<file path="src/rtl/aurora_pkg.sv">
//------------------------------------------------------------------------------
// Module   : aurora_pkg
// Brief    : Shared types and constants for the Aurora TX framer.
// Revision : 1.0 - initial release
//------------------------------------------------------------------------------
`default_nettype none

package aurora_pkg;

    typedef enum logic [2:0] {
        NONE = 3'd0,
        I    = 3'd1,
        SCP  = 3'd2,
        ECP  = 3'd3,
        CC   = 3'd4
    } ordered_sets_e;

    localparam int DEF_SINGLE_RATIO = 4;
    localparam int DEF_MULTI_RATIO  = 2;
    localparam int CNT_W            = 16;

    function automatic logic [15:0] sat_inc16(input logic [15:0] v);
        return (v == 16'hFFFF) ? v : v + 16'd1;
    endfunction

endpackage

`default_nettype wire

</file>
<file path="src/rtl/aurora_cc_timer.sv">
//------------------------------------------------------------------------------
// Module   : aurora_cc_timer
// Brief    : Free-running clock-compensation period timer with a pending flag.
// Revision : 1.0 - initial release
//------------------------------------------------------------------------------
`default_nettype none

module aurora_cc_timer
    import aurora_pkg::*;
#(
    parameter int PERIOD = 5000
) (
    input  logic clk,
    input  logic rst,
    input  logic take,
    output logic pending
);

    localparam int            TW    = (PERIOD > 1) ? $clog2(PERIOD) : 1;
    localparam logic [TW-1:0] TLAST = TW'(PERIOD - 1);

    logic [TW-1:0] r_cnt;
    logic          r_pending;

    always_ff @(posedge clk) begin
        if (rst) begin
            r_cnt     <= '0;
            r_pending <= 1'b0;
        end else begin
            if (r_cnt == TLAST) begin
                r_cnt <= '0;
            end else begin
                r_cnt <= r_cnt + TW'(1);
            end
            // A fresh request wins over a same-cycle take; extra requests merge.
            if (r_cnt == TLAST) begin
                r_pending <= 1'b1;
            end else if (take) begin
                r_pending <= 1'b0;
            end
        end
    end

    assign pending = r_pending;

endmodule

`default_nettype wire

</file>
<file path="src/rtl/aurora_tx_framer.sv">
//------------------------------------------------------------------------------
// Module   : aurora_tx_framer
// Brief    : AXI-Stream to lane framer emitting SCP/data/ECP ordered sets.
//            Optional clock-compensation insertion under macro CC_INSERT_EN.
// Revision : 1.0 - initial release
//------------------------------------------------------------------------------
`default_nettype none

module aurora_tx_framer
    import aurora_pkg::*;
#(
    parameter int DATA_W       = 32,
    parameter int SINGLE_RATIO = DEF_SINGLE_RATIO,
    parameter int MULTI_RATIO  = DEF_MULTI_RATIO,
    parameter int SCP_CYCLES   = 2,
    parameter int ECP_CYCLES   = 2,
    parameter int CC_PERIOD    = 5000,
    parameter int CC_CYCLES    = 3
) (
    input  logic              clk,
    input  logic              rst,
    input  logic              single_lane,
    input  logic              s_axis_tvalid,
    output logic              s_axis_tready,
    input  logic              s_axis_tlast,
    input  logic [DATA_W-1:0] s_axis_tdata,
    output ordered_sets_e     os_out,
    output logic [DATA_W-1:0] data_out,
    output logic [15:0]       frame_cnt
);

    typedef enum logic [2:0] {
        ST_IDLE   = 3'd0,
        ST_SOF    = 3'd1,
        ST_STREAM = 3'd2,
        ST_EOF    = 3'd3,
        ST_CC     = 3'd4
    } state_e;

    localparam logic [CNT_W-1:0] SCP_LAST = CNT_W'(SCP_CYCLES - 1);
    localparam logic [CNT_W-1:0] ECP_LAST = CNT_W'(ECP_CYCLES - 1);
    localparam logic [CNT_W-1:0] CC_LAST  = CNT_W'(CC_CYCLES - 1);

    generate
        if (SCP_CYCLES < 1 || ECP_CYCLES < 1 || CC_CYCLES < 1 || CC_PERIOD < 1 ||
            SINGLE_RATIO < 1 || MULTI_RATIO < 1) begin : g_bad_param
            $error("aurora_tx_framer: cycle counts and ratios must be >= 1");
        end
    endgenerate

    state_e             r_state, w_nx_state;
    logic [CNT_W-1:0]   r_cnt, w_nx_cnt;
    logic [CNT_W-1:0]   r_ratio, w_nx_ratio;
    ordered_sets_e      r_os, w_nx_os;
    logic [DATA_W-1:0]  r_data, w_nx_data;
    logic [15:0]        r_frame_cnt, w_nx_fcnt;
    logic               r_last_acc, w_nx_last;
    logic               r_cc_ret, w_nx_cc_ret;
    logic               w_cc_req;
    logic               w_tready;
    logic               w_accept;
    logic               w_slot_end;
    logic [CNT_W-1:0]   w_ratio_sel;

`ifdef CC_INSERT_EN
    logic w_cc_take;

    assign w_cc_take = (w_nx_state == ST_CC) && (r_state != ST_CC);

    aurora_cc_timer #(
        .PERIOD (CC_PERIOD)
    ) u_cc_timer (
        .clk     (clk),
        .rst     (rst),
        .take    (w_cc_take),
        .pending (w_cc_req)
    );
`else
    assign w_cc_req = 1'b0;
`endif

    assign w_ratio_sel = single_lane ? CNT_W'(SINGLE_RATIO) : CNT_W'(MULTI_RATIO);
    assign w_slot_end  = (r_cnt == r_ratio - CNT_W'(1));
    assign w_accept    = s_axis_tvalid && w_tready;

    always_comb begin
        w_tready = 1'b0;
        case (r_state)
            ST_SOF:    w_tready = (r_cnt == SCP_LAST);
            ST_STREAM: w_tready = w_slot_end && !r_last_acc && !w_cc_req;
            ST_CC:     w_tready = (r_cnt == CC_LAST) && r_cc_ret;
            default:   w_tready = 1'b0;
        endcase
    end

    always_comb begin
        w_nx_state  = r_state;
        w_nx_cnt    = r_cnt;
        w_nx_ratio  = r_ratio;
        w_nx_os     = r_os;
        w_nx_data   = r_data;
        w_nx_fcnt   = r_frame_cnt;
        w_nx_last   = r_last_acc;
        w_nx_cc_ret = r_cc_ret;
        case (r_state)
            ST_IDLE: begin
                w_nx_os   = I;
                w_nx_data = '0;
                if (w_cc_req) begin
                    w_nx_state  = ST_CC;
                    w_nx_cnt    = '0;
                    w_nx_os     = CC;
                    w_nx_cc_ret = 1'b0;
                end else if (s_axis_tvalid) begin
                    w_nx_state = ST_SOF;
                    w_nx_cnt   = '0;
                    w_nx_os    = SCP;
                    w_nx_ratio = w_ratio_sel;
                    w_nx_last  = 1'b0;
                end
            end
            ST_SOF: begin
                if (r_cnt != SCP_LAST) begin
                    w_nx_cnt = r_cnt + CNT_W'(1);
                end else begin
                    w_nx_state = ST_STREAM;
                    w_nx_cnt   = '0;
                    w_nx_os    = w_accept ? NONE : I;
                    w_nx_data  = w_accept ? s_axis_tdata : '0;
                    w_nx_last  = w_accept && s_axis_tlast;
                end
            end
            ST_STREAM: begin
                if (!w_slot_end) begin
                    w_nx_cnt = r_cnt + CNT_W'(1);
                end else if (r_last_acc) begin
                    w_nx_state = ST_EOF;
                    w_nx_cnt   = '0;
                    w_nx_os    = ECP;
                    w_nx_data  = '0;
                end else if (w_cc_req) begin
                    w_nx_state  = ST_CC;
                    w_nx_cnt    = '0;
                    w_nx_os     = CC;
                    w_nx_data   = '0;
                    w_nx_cc_ret = 1'b1;
                end else begin
                    // No beat offered at the boundary: the next slot is idle fill.
                    w_nx_cnt  = '0;
                    w_nx_os   = w_accept ? NONE : I;
                    w_nx_data = w_accept ? s_axis_tdata : '0;
                    w_nx_last = w_accept && s_axis_tlast;
                end
            end
            ST_EOF: begin
                if (r_cnt != ECP_LAST) begin
                    w_nx_cnt = r_cnt + CNT_W'(1);
                end else begin
                    w_nx_fcnt = sat_inc16(r_frame_cnt);
                    w_nx_cnt  = '0;
                    if (s_axis_tvalid) begin
                        w_nx_state = ST_SOF;
                        w_nx_os    = SCP;
                        w_nx_ratio = w_ratio_sel;
                        w_nx_last  = 1'b0;
                    end else begin
                        w_nx_state = ST_IDLE;
                        w_nx_os    = I;
                    end
                end
            end
            ST_CC: begin
                if (r_cnt != CC_LAST) begin
                    w_nx_cnt = r_cnt + CNT_W'(1);
                end else if (r_cc_ret) begin
                    w_nx_state = ST_STREAM;
                    w_nx_cnt   = '0;
                    w_nx_os    = w_accept ? NONE : I;
                    w_nx_data  = w_accept ? s_axis_tdata : '0;
                    w_nx_last  = w_accept && s_axis_tlast;
                end else begin
                    w_nx_state = ST_IDLE;
                    w_nx_cnt   = '0;
                    w_nx_os    = I;
                end
            end
            default: begin
                w_nx_state = ST_IDLE;
                w_nx_cnt   = '0;
                w_nx_os    = I;
                w_nx_data  = '0;
            end
        endcase
    end

    always_ff @(posedge clk) begin
        if (rst) begin
            r_state     <= ST_IDLE;
            r_cnt       <= '0;
            r_ratio     <= CNT_W'(MULTI_RATIO);
            r_os        <= NONE;
            r_data      <= '0;
            r_frame_cnt <= '0;
            r_last_acc  <= 1'b0;
            r_cc_ret    <= 1'b0;
        end else begin
            r_state     <= w_nx_state;
            r_cnt       <= w_nx_cnt;
            r_ratio     <= w_nx_ratio;
            r_os        <= w_nx_os;
            r_data      <= w_nx_data;
            r_frame_cnt <= w_nx_fcnt;
            r_last_acc  <= w_nx_last;
            r_cc_ret    <= w_nx_cc_ret;
        end
    end

    assign s_axis_tready = w_tready;
    assign os_out        = r_os;
    assign data_out      = r_data;
    assign frame_cnt     = r_frame_cnt;

endmodule

`default_nettype wire
</file>
<file path="config.mk">
export PLATFORM = sky130hd
export DESIGN_NAME = aurora_tx_framer
export DESIGN_NICKNAME = d
export VERILOG_FILES = /design/src/rtl/aurora_pkg.sv /design/src/rtl/aurora_cc_timer.sv /design/src/rtl/aurora_tx_framer.sv
export SDC_FILE = /design/constraint.sdc
export NUM_CORES = 1
export LEC_CHECK = 0
export BUFFER_PORTS_ARGS = -buffer_cell sky130_fd_sc_hd__buf_2
export CORE_ASPECT_RATIO = 0.9
export CORE_MARGIN = 8
export CORE_UTILIZATION = 30
export DETAILED_ROUTE_END_ITERATION = 16
export GPL_TIMING_DRIVEN = 0
export PLACE_DENSITY = 0.48
export SETUP_SLACK_MARGIN = 0.4
export SLEW_MARGIN = 20
export SYNTH_ARGS = -nofsm -noshare
export SYNTH_HDL_FRONTEND = slang
export SYNTH_SLANG_ARGS = --single-unit
export TNS_END_PERCENT = 5
</file>
<file path="constraint.sdc">
create_clock -name clk -period 6.85 [get_ports clk]
set_input_delay 1.37 -clock clk [delete_from_list [all_inputs] [get_ports clk]]
set_output_delay 1.37 -clock clk [all_outputs]
set_load 0.05 [all_outputs]
</file>
### After elaboration in Yosys (flattened, before gate mapping)

Cells that the tools add are included.

* add/sub/neg operators: 3
* equal/unequal tests: 15
* multiplexer cells: 37
* bitwise logic cells: 4
* reductions and logical operators: 15

Operators with widths (number)
* 32-bit 2-to-1 mux: 4
* 16-bit 2-to-1 mux: 6
* 32-bit one-hot mux with 3 select lines: 1
* 16-bit one-hot mux with 4 select lines: 1
* 3-bit 2-to-1 mux: 11
* 16-bit by 1-bit adder with 16-bit output (second input constant): 2
* 16-bit one-hot mux with 2 select lines: 1
* 3-bit one-hot mux with 5 select lines: 2
* 16-bit by 1-bit equality test with 1-bit output (second input constant): 1
* 16-bit equality test: 1
* 16-bit equality test (second input constant): 1
* 16-bit by 1-bit != test with 1-bit output (second input constant): 1
* 16-bit by 2-bit != test with 1-bit output (second input constant): 1
* 16-bit by 1-bit subtractor with 16-bit output (second input constant): 1
* 2-bit != test (second input constant): 6
* 6-bit AND reduction: 2
* 1-bit 2-to-1 mux: 7
* 3-bit by 2-bit equality test with 1-bit output (second input constant): 2
* 5-bit AND reduction: 1
* 5-bit nonzero test: 1
* 2-bit 2-to-1 mux: 2
* 1-bit inverter: 4
* 1-bit one-hot mux with 4 select lines: 1
* 4-bit AND reduction: 1
* 10 further kinds: 13

* register bits after elaboration: 87
* input bits: 37
* output and inout port bits: 52
* logic and storage cells: 81

### Longest topological paths before layout

Gate-level depths: netlist of run 1.

* depth after elaboration: 9
* gate-level depth with buffers: 9
* mapped depth without buffers: 8

### Least setup slack after synthesis of run 1

No wires, ideal clock.

* path kind: register -> output
* start: register r_cnt[15]
* end: output s_axis_tready
* arrival time: 1961 ps
* data required time: 5480 ps
* setup slack: 3519 ps
* stages on the path, launching flop included: 6
* buffers on the path: 0
* path through: dfxtp_1 or4_1 o22ai_1 o211ai_2 o21ai_0 and2_1

* cells in the longest elaborated chain, start to end: 3
* elaborated cells between the ends (all ways): 4
* classes of those cells: eq/ne: 2; mux: 1; reduce/logical: 1

RTL lines
* from (decl): RTL line aurora_tx_framer.sv:52 `logic [CNT_W-1:0] r_cnt, w_nx_cnt;`
* from (signal assigned): RTL line aurora_tx_framer.sv:208 `r_cnt <= w_nx_cnt;`
* 16-bit equality test: RTL line aurora_tx_framer.sv:83 `assign w_slot_end = (r_cnt == r_ratio - CNT_W'(1));`
* 1-bit logical AND: RTL line aurora_tx_framer.sv:90 `ST_STREAM: w_tready = w_slot_end && !r_last_acc && !w_cc_req;`
* 1-bit one-hot mux with 2 select lines (*): RTL line aurora_tx_framer.sv:88 `case (r_state)`
* to (decl): RTL line aurora_tx_framer.sv:24 `output logic s_axis_tready,`

Mark *: on every way between the ends. The rest lies on a longest branch, timed or not.

### Worst setup path after layout of run 1

* start: register r_cnt[8]
* end: output s_axis_tready

Same word-level chain as after synthesis.

==> results of run 1 <==
power breakdown:
group / internal (mW) / total, mW / switching, mW
Clock: 0.331 / 0.515 / 0.185
Combinational: 0.149 / 0.450 / 0.302
Sequential: 0.433 / 0.448 / 0.0151
Total: 0.912 / 1.41 / 0.501
final cells by class:
type | count | area, sq um
clock inverters | 6 | 91.34
plain buffers | 25 | 138.9
fillers | 1202 | 6883
flip-flops and latches | 71 | 1421
clock buffers | 10 | 239.0
repair buffers | 87 | 435.4
inverters | 13 | 48.80
well taps | 156 | 195.2
multi-input cells | 312 | 1797
critical path, delay by kind of cell, from the launching register on:
kind                   cells  cell delay (ns)
AO/OA/AOI/OAI              2             0.43
AND/OR/NAND/NOR            3             1.00
flip-flops                 1             0.35
buffers and inverters      1             0.27
layer usage:
metal  share of wire [%]  vias up
met3                 7.6        4
met4                0.78        0
li1                    -     1673
met2                  42       89
met1                  50     1491
met5                   0        -
cells by family after synthesis:
| kind of cell | share of synthesized area [%] |
|---|---|
| simple gates | 29.39 |
| mux | 1.506 |
| compound gates | 13.70 |
| flops | 41.73 |
| xor+xnor | 4.372 |
| buf+inv | 5.510 |
| other cells | 0.1101 |
| fa+ha+maj | 3.674 |
registers in the layout (all words and copies together), names as in the netlist:
| name | cells |
|---|---|
| data_out | 32 |
| frame_cnt | 16 |
| os_out | 2 |
| r_cnt | 16 |
| r_last_acc | 1 |
| r_ratio | 2 |
| r_state | 2 |
final timing paths:
| kind | end | cells after the start | start |
|---|---|---|---|
| worst min register to register | data_out[4]$_SDFFE_PP0P_ | 2 | data_out[4]$_SDFFE_PP0P_ |
| worst max-delay path | s_axis_tready | 6 | r_cnt[8]$_SDFFE_PP0P_ |
| worst min-delay path | data_out[4]$_SDFFE_PP0P_ | 2 | data_out[4]$_SDFFE_PP0P_ |
| worst max register to register | data_out[31]$_SDFFE_PP0P_ | 8 | r_cnt[0]$_SDFFE_PP0P_ |
layout by cell type (no fill, tap or decap), types with 2 or more instances in the layout:
master,synthesis,routed
buf_2,8,95
xnor2_1,9,9
o21ai_0,18,18
dfxtp_1,71,71
o211ai_1,4,4
nor3b_1,4,4
nor2_1,34,34
bufinv_16,0,2
o21ai_1,28,28
nand4_1,12,12
nand3_1,48,48
and4_1,5,5
or4_1,2,2
ha_1,10,10
clkinv_4,0,2
clkbuf_16,0,9
and2_1,2,2
nand2b_1,2,2
nor2b_1,2,2
a31oi_1,2,2
buf_4,7,7
clkbuf_1,7,7
mux2i_1,4,4
nand2_1,63,63
a21oi_1,13,13
nor4_1,5,5
or3_1,7,7
nor3_1,7,7
inv_1,12,12
xor2_1,8,8
through the flow:
step,utilization (%),area [sq um]
final,38.82,4367
after global routing,38.82,4367
after CTS,38.82,4367
after detailed placement,35.88,4036
after global placement,35.88,4036
after floorplan,-,3406
==> summary.md, run 1 <==
| Metric | Value |
|---|---|
| Primary FF master, synth | `dfxtp_1` |
| R2r setup slk | `4.27 ns` |
| Crit path time final | `3.760 ns` |
| Antenna Cells | `0` |
| Sequential area share after synthesis | `41.73%` |
| Final hold slack | `0.4476 ns` |
| Iter 0 DRT Violations | `185` |
| Total routed wirelength | `9.547 mm` |
| Total power | `1.413 mW` |
| Syn Std Cell Area | `3406 sq um` |
| Delay of the slowest critical-path stage | `0.64 ns` |
| Ys async rst share | `0%` |
| Vias in the first global route | `3107` |
| Critical Path Start Type | `register` |
| Worst EP arrival | `2.39 ns` |
| Die H | `117.1 microns` |
| Synthesis warning total | `0` |
| Cell Pwr Density | `323.6 nW/um^2` |
| Core Area | `11250 sq um` |
| Setup TNS | `0 ns` |
| Tcrit/Tclk final | `54.88%` |
| Synth Area per Inst | `8.090 sq um` |
| Drt drc | `0` |
| Grt peak-use layer | `met2` |
| Worst VDD drop | `111.4 uV` |
| Pre-CTS setup slack | `3.437 ns` |
| Max-slew violation count | `0` |
| Commonest cells post-synth | `71 x dfxtp_1, 63 x nand2_1, 48 x nand3_1` |
| Final Non-Filler Cells | `680` |
| Setup bufs post-CTS | `0` |
| EDFF count, synth | `0` |
| PortBufs | `87` |
| First-pass GRT wire length | `15.43 mm` |
| Drt wl/cell | `14.04 microns` |
| Final RePlAce weighted congestion | `0.7330` |
| Yosys cell types | `54` |
| Hold_buf cts | `0` |
| Largest net degree at the start of global routing | `14` |
| Syn-to-layout area delta | `28.21%` |
| GR Util met2 | `18.77%` |
| Leakage Power | `1.734 nW` |
| CP required | `5.48 ns` |
| Pre-antenna DRT Iters | `4` |
| CP Cell Sequence | `or4_1, nor3_1, o211ai_2, o21ai_0, and2_1, buf_2` |
| H-tree Lvls | `3` |
| # setup viols final | `0` |
| CTS Buf Count | `9` |
| Top cell type's share of synthesized area | `41.73%` |
| Row count | `37` |
| Routing usage on met1 | `16.58%` |
| I/O pin cnt | `89` |
| CP max FO | `6` |
| Vias/cell | `4.790` |
| CTS tree | `built` |
| Die W | `128.3 microns` |
| Initial antenna violation count | `0` |
| Final hold violation count | `0` |
| Number of nets in the layout | `566` |
| Min-Delay Path Class | `reg -> reg` |
| Yosys reg bits | `71` |
| Slew of the pin with the lowest slew margin | `0.5834 ns` |
| Proportion of layout cells with a drive suffix above 1 | `25.00%` |
| Cell taking the most area after synthesis | `dfxtp_1` |
| Initial Util | `30.27%` |
| Dpl cells | `664` |
| Clock Pin Slew Worst Setup and Hold Paths | `0.06 ns` |
| Total global routing overflow | `0` |
| Clock latency on the worst-skew pair | `0.33 ns` |
| RSZ-0062 raised after global routing | `false` |
| Post-synth net total | `468` |
| Worst-case clock buffer depth | `2` |
| Maximum clock rate | `266.0 MHz` |
| MaxCap Viol Count | `0` |
| Slew margin rel. | `60.75%` |
| Crit path capture type | `output pin` |
| Slowest library cell on the worst path | `or4_1` |
| Mapped Cells | `421` |
| Leading post-synthesis cells by cell area | `dfxtp_1 42%, nand3_1 7.1%, nand2_1 6.9%` |
| Final ANT Viol Nets | `0` |
| Die footprint | `15020 sq um` |
| Worst Setup Path Type | `reg -> out` |
| Top-count cell post-synth | `dfxtp_1` |
| Via count | `3257` |
| PostCTS Resize Cnt | `0` |
| CTS sink cnt | `71` |
| Post-DP HPWL | `7.058 mm` |
| Total track usage | `12.82%` |
| Clock skew after layout | `0.01020 ns` |
| Met3 usage | `5.525%` |
| Fin worst setup slack | `3.090 ns` |
| Root Buffer | `clkbuf_16` |
| Status | `complete, no violations` |
Note: power is estimated with default switching activity, not from simulation.
==> run 2: changes to the inputs <==
--- a/config.mk
+++ b/config.mk
@@ -5,13 +5,14 @@
 export SDC_FILE = /design/constraint.sdc
 export NUM_CORES = 1
 export LEC_CHECK = 0
+export ABC_AREA = 1
 export BUFFER_PORTS_ARGS = -buffer_cell sky130_fd_sc_hd__buf_2
 export CORE_ASPECT_RATIO = 0.9
 export CORE_MARGIN = 8
 export CORE_UTILIZATION = 30
 export DETAILED_ROUTE_END_ITERATION = 16
 export GPL_TIMING_DRIVEN = 0
-export PLACE_DENSITY = 0.48
+export PLACE_DENSITY = 0.5
 export SETUP_SLACK_MARGIN = 0.4
 export SLEW_MARGIN = 20
 export SYNTH_ARGS = -nofsm -noshare
==> constraint.sdc (replaced) <==
create_clock -name clk -period 3.3 [get_ports clk]
set_input_delay 0.66 -clock clk [delete_from_list [all_inputs] [get_ports clk]]
set_output_delay 0.66 -clock clk [all_outputs]
set_load 0.05 [all_outputs]
==> run 2 against run 1 <==
Compared with the run above: clock skew grew 0.00067 ns; highest routed layer unchanged; cell area increased by 4.4%; combinational power up 86%; critical path type unchanged.
==> summary.md, run 2 <==
| Metric | Value |
|---|---|
| Final Util | `38.34%` |
| Delay of the slowest critical-path stage | `0.34 ns` |
| Final ANT Viol Nets | `0` |
| Top-count cell post-synth | `nand2_1` |
| Max-slew violation count | `0` |
| Mux cell area share after synthesis | `0%` |
| Grt peak-use layer | `met2` |
| Top cell type's share of synthesized area | `39.46%` |
| Slew margin rel. | `55.55%` |
| HP Start | `data_out[0]$_SDFFE_PP0P_` |
| Leading post-synthesis cells by cell area | `dfxtp_1 39%, nand2_1 17%, a21oi_1 8.9%` |
| Complex-gate fraction of the synthesized area | `15.87%` |
| Routing usage on met1 | `16.94%` |
| R2R Path Start | `r_ratio[1]$_SDFFE_PP1P_` |
| Met3 usage | `6.099%` |
| Vias/cell | `4.674` |
| Main combinational cell family by area after synthesis | `simple AND/OR/NAND/NOR gates` |
| Tcrit/Tclk final | `80.94%` |
| Max reg flops | `32` |
| CP top delay family | `simple AND/OR/NAND/NOR gates` |
| Worst VDD drop | `299.1 uV` |
| Drt drc | `0` |
| Commonest cells post-synth | `161 x nand2_1, 71 x dfxtp_1, 64 x a21oi_1` |
| Simple-Gate Fraction of Synth Area | `32.20%` |
| Crit path time final | `2.671 ns` |
| Pre-antenna DRT Iters | `5` |
| First-pass GRT wire length | `17.91 mm` |
| MaxCap Viol Count | `0` |
| Post-synthesis xor/xnor area fraction | `1.216%` |
| Row count | `38` |
| Cell taking the most area after synthesis | `dfxtp_1` |
| Buffer and inverter count on the worst path | `3` |
| Slew of the pin with the lowest slew margin | `0.6667 ns` |
| Maximum clock rate | `374.4 MHz` |
| Synthesis warning total | `0` |
| Total routed wirelength | `10.71 mm` |
| Most frequent cells in the layout | `161 x nand2_1, 86 x buf_2, 71 x dfxtp_1, 64 x a21oi_1, 41 x inv_1` |
| Final RePlAce weighted congestion | `0.8615` |
| Post-synth net total | `563` |
| Die footprint | `15770 sq um` |
| Final hold violation count | `0` |
| Leakage Power | `1.872 nW` |
| Clock latency on the worst-skew pair | `0.34 ns` |
| Clock skew after layout | `0.01087 ns` |
| CP max FO | `3` |
| H-tree Lvls | `3` |
| Drt wl/cell | `13.79 microns` |
| CTS tree | `built` |
| Reg-to-reg critical path endpoint | `data_out[2]$_SDFFE_PP0P_` |
| Status | `complete, no violations` |
| Crit path capture type | `output pin` |
| Fin worst setup slack | `0.6288 ns` |
| R2R depth | `14` |
| Core Area | `11890 sq um` |
| Yosys cell types | `39` |
| Ys async rst share | `0%` |
| Cell Pwr Density | `617.7 nW/um^2` |
| I/O pin cnt | `89` |
| CP Cell Sequence | `inv_1, ha_2, inv_1, nand2_1, nand2_1, nor2_1, nand2_1, nor2_2, nand3_2, a21oi_1, clkbuf_4` |
| Total track usage | `13.86%` |
| Initial Util | `30.31%` |
| Worst EP arrival | `2.01 ns` |
| Via count | `3632` |
| Primary FF master, synth | `dfxtp_1` |
| Setup bufs post-CTS | `0` |
| Crit-path most repeated cell | `nand2_1` |
| Yosys reg bits | `71` |
| Post-DP HPWL | `8.161 mm` |
| Hold EP | `data_out[0]$_SDFFE_PP0P_` |
| Setup TNS | `0 ns` |
| Synth Area per Inst | `6.981 sq um` |
| CTS Buf Count | `9` |
| Initial antenna violation count | `0` |
| Proportion of layout cells with a drive suffix above 1 | `22.20%` |
| Root Buffer | `clkbuf_16` |
| Syn-to-layout area delta | `26.50%` |
| PortBufs | `85` |
| Slowest library cell on the worst path | `dfxtp_1` |
| Final hold slack | `0.4594 ns` |
| # setup viols final | `0` |
| Critical Path Start Type | `register` |
| Adder-cell share of the synthesized area | `3.473%` |
| RSZ-0062 raised after global routing | `false` |
| Worst Setup Path Type | `reg -> out` |
| Pre-CTS setup slack | `0.8839 ns` |
| Die W | `131.5 microns` |
| R2r setup slk | `1.10 ns` |
| EDFF count, synth | `0` |
| Clock Pin Slew Worst Setup and Hold Paths | `0.06 ns` |
| Number of nets in the layout | `659` |
| Antenna Cells | `0` |
| Commonest non-fill, non-tap cell in the layout | `nand2_1` |
| Total global routing overflow | `0` |
| Hold Path Cell Cnt | `2` |
| Mapped Cells | `516` |
| Iter 0 DRT Violations | `148` |
| Syn Std Cell Area | `3602 sq um` |
| CP required | `2.64 ns` |
| GR Util met2 | `21.01%` |
| Sequential area share after synthesis | `39.46%` |
| Min-Delay Path Class | `reg -> reg` |
| Worst-case clock buffer depth | `2` |
| Vias in the first global route | `3679` |
| Die H | `120.0 microns` |
| Fillers | `1315` |
| CTS sink cnt | `71` |
| Largest net degree at the start of global routing | `13` |
## run 2: kinds of logic (layout without fill, tap and decap cells)
family | after synthesis | in the layout
AOI/OAI and AO/OA | 100 | 100
xor gates and xnor gates | 5 | 5
DFF | 71 | 71
other | 1 | 1
and+or+nand+nor | 263 | 263
adders and majority gates | 10 | 10
buffers and inverters | 66 | 167
## run 2: area by class of cell
type                            count  area, sq um  area share [%]
Buffer                             18        96.34           2.114
Clock buffer                       11        242.7           5.327
Clock inverter                      5        81.33           1.785
Inverter                           48        180.2           3.954
Multi-Input combinational cell    379         1907           41.85
Sequential cell                    71         1421           31.19
Tap cell                          160        200.2           4.393
Timing Repair Buffer               85        427.9           9.390
## run 2: layer usage
layer / vias up / wire length [microns]
met5: - / 0
met3: 8 / 865
li1: 1892 / -
met1: 1621 / 5072
met4: 0 / 107
met2: 111 / 4667
## run 2: worst reg2reg max path, delay by kind of cell (launching register included)
| kind | cells | cell delay, ns |
|---|---|---|
| AO/OA/AOI/OAI | 1 | 0.21 |
| adder cells (fa/ha/maj) | 1 | 0.23 |
| buffers and inverters | 3 | 0.60 |
| flip-flops | 1 | 0.34 |
| AND/OR/NAND/NOR | 9 | 0.75 |
## run 2: where the power goes
part           internal (mW)  leakage, nW  total (mW)  switching [mW]
logic                  0.228         1.14       0.836           0.609
registers              0.891        0.573       0.919          0.0277
clock network          0.683        0.156        1.06           0.377
total                   1.80         1.87        2.81            1.01
## run 2: through the flow
| stage | cell area [sq um] | total power, mW | std cells |
|---|---|---|---|
| 6_report | 4557 | 2.815 | 777 |
| 5_1_grt | 4557 | 2.988 | 777 |
| 4_1_cts | 4552 | 2.848 | 777 |
| 3_5_place_dp | 4228 | 1.777 | 761 |
| 3_3_place_gp | 4228 | 1.770 | 761 |
| 2_1_floorplan | 3602 | 1.530 | 516 |
## run 2: worst max-delay path by stage
stage / to / start / slack [ns] / depth (start not counted)
floorplan: s_axis_tready / r_ratio[1]$_SDFFE_PP1P_ / 0.77 / 10
global placement: s_axis_tready / r_ratio[1]$_SDFFE_PP1P_ / 0.84 / 11
detailed placement: s_axis_tready / r_ratio[1]$_SDFFE_PP1P_ / 0.88 / 11
CTS: s_axis_tready / r_ratio[1]$_SDFFE_PP1P_ / 0.51 / 11
global route: s_axis_tready / r_ratio[1]$_SDFFE_PP1P_ / 0.44 / 11
finish: s_axis_tready / r_ratio[1]$_SDFFE_PP1P_ / 0.63 / 11
## run 2: repair_timing
| action | CTS | global route |
|---|---|---|
| hold buffers | 0 | 0 |
| resized for setup | 0 | 2 |
| setup endpoints to repair | 0 | 1 |
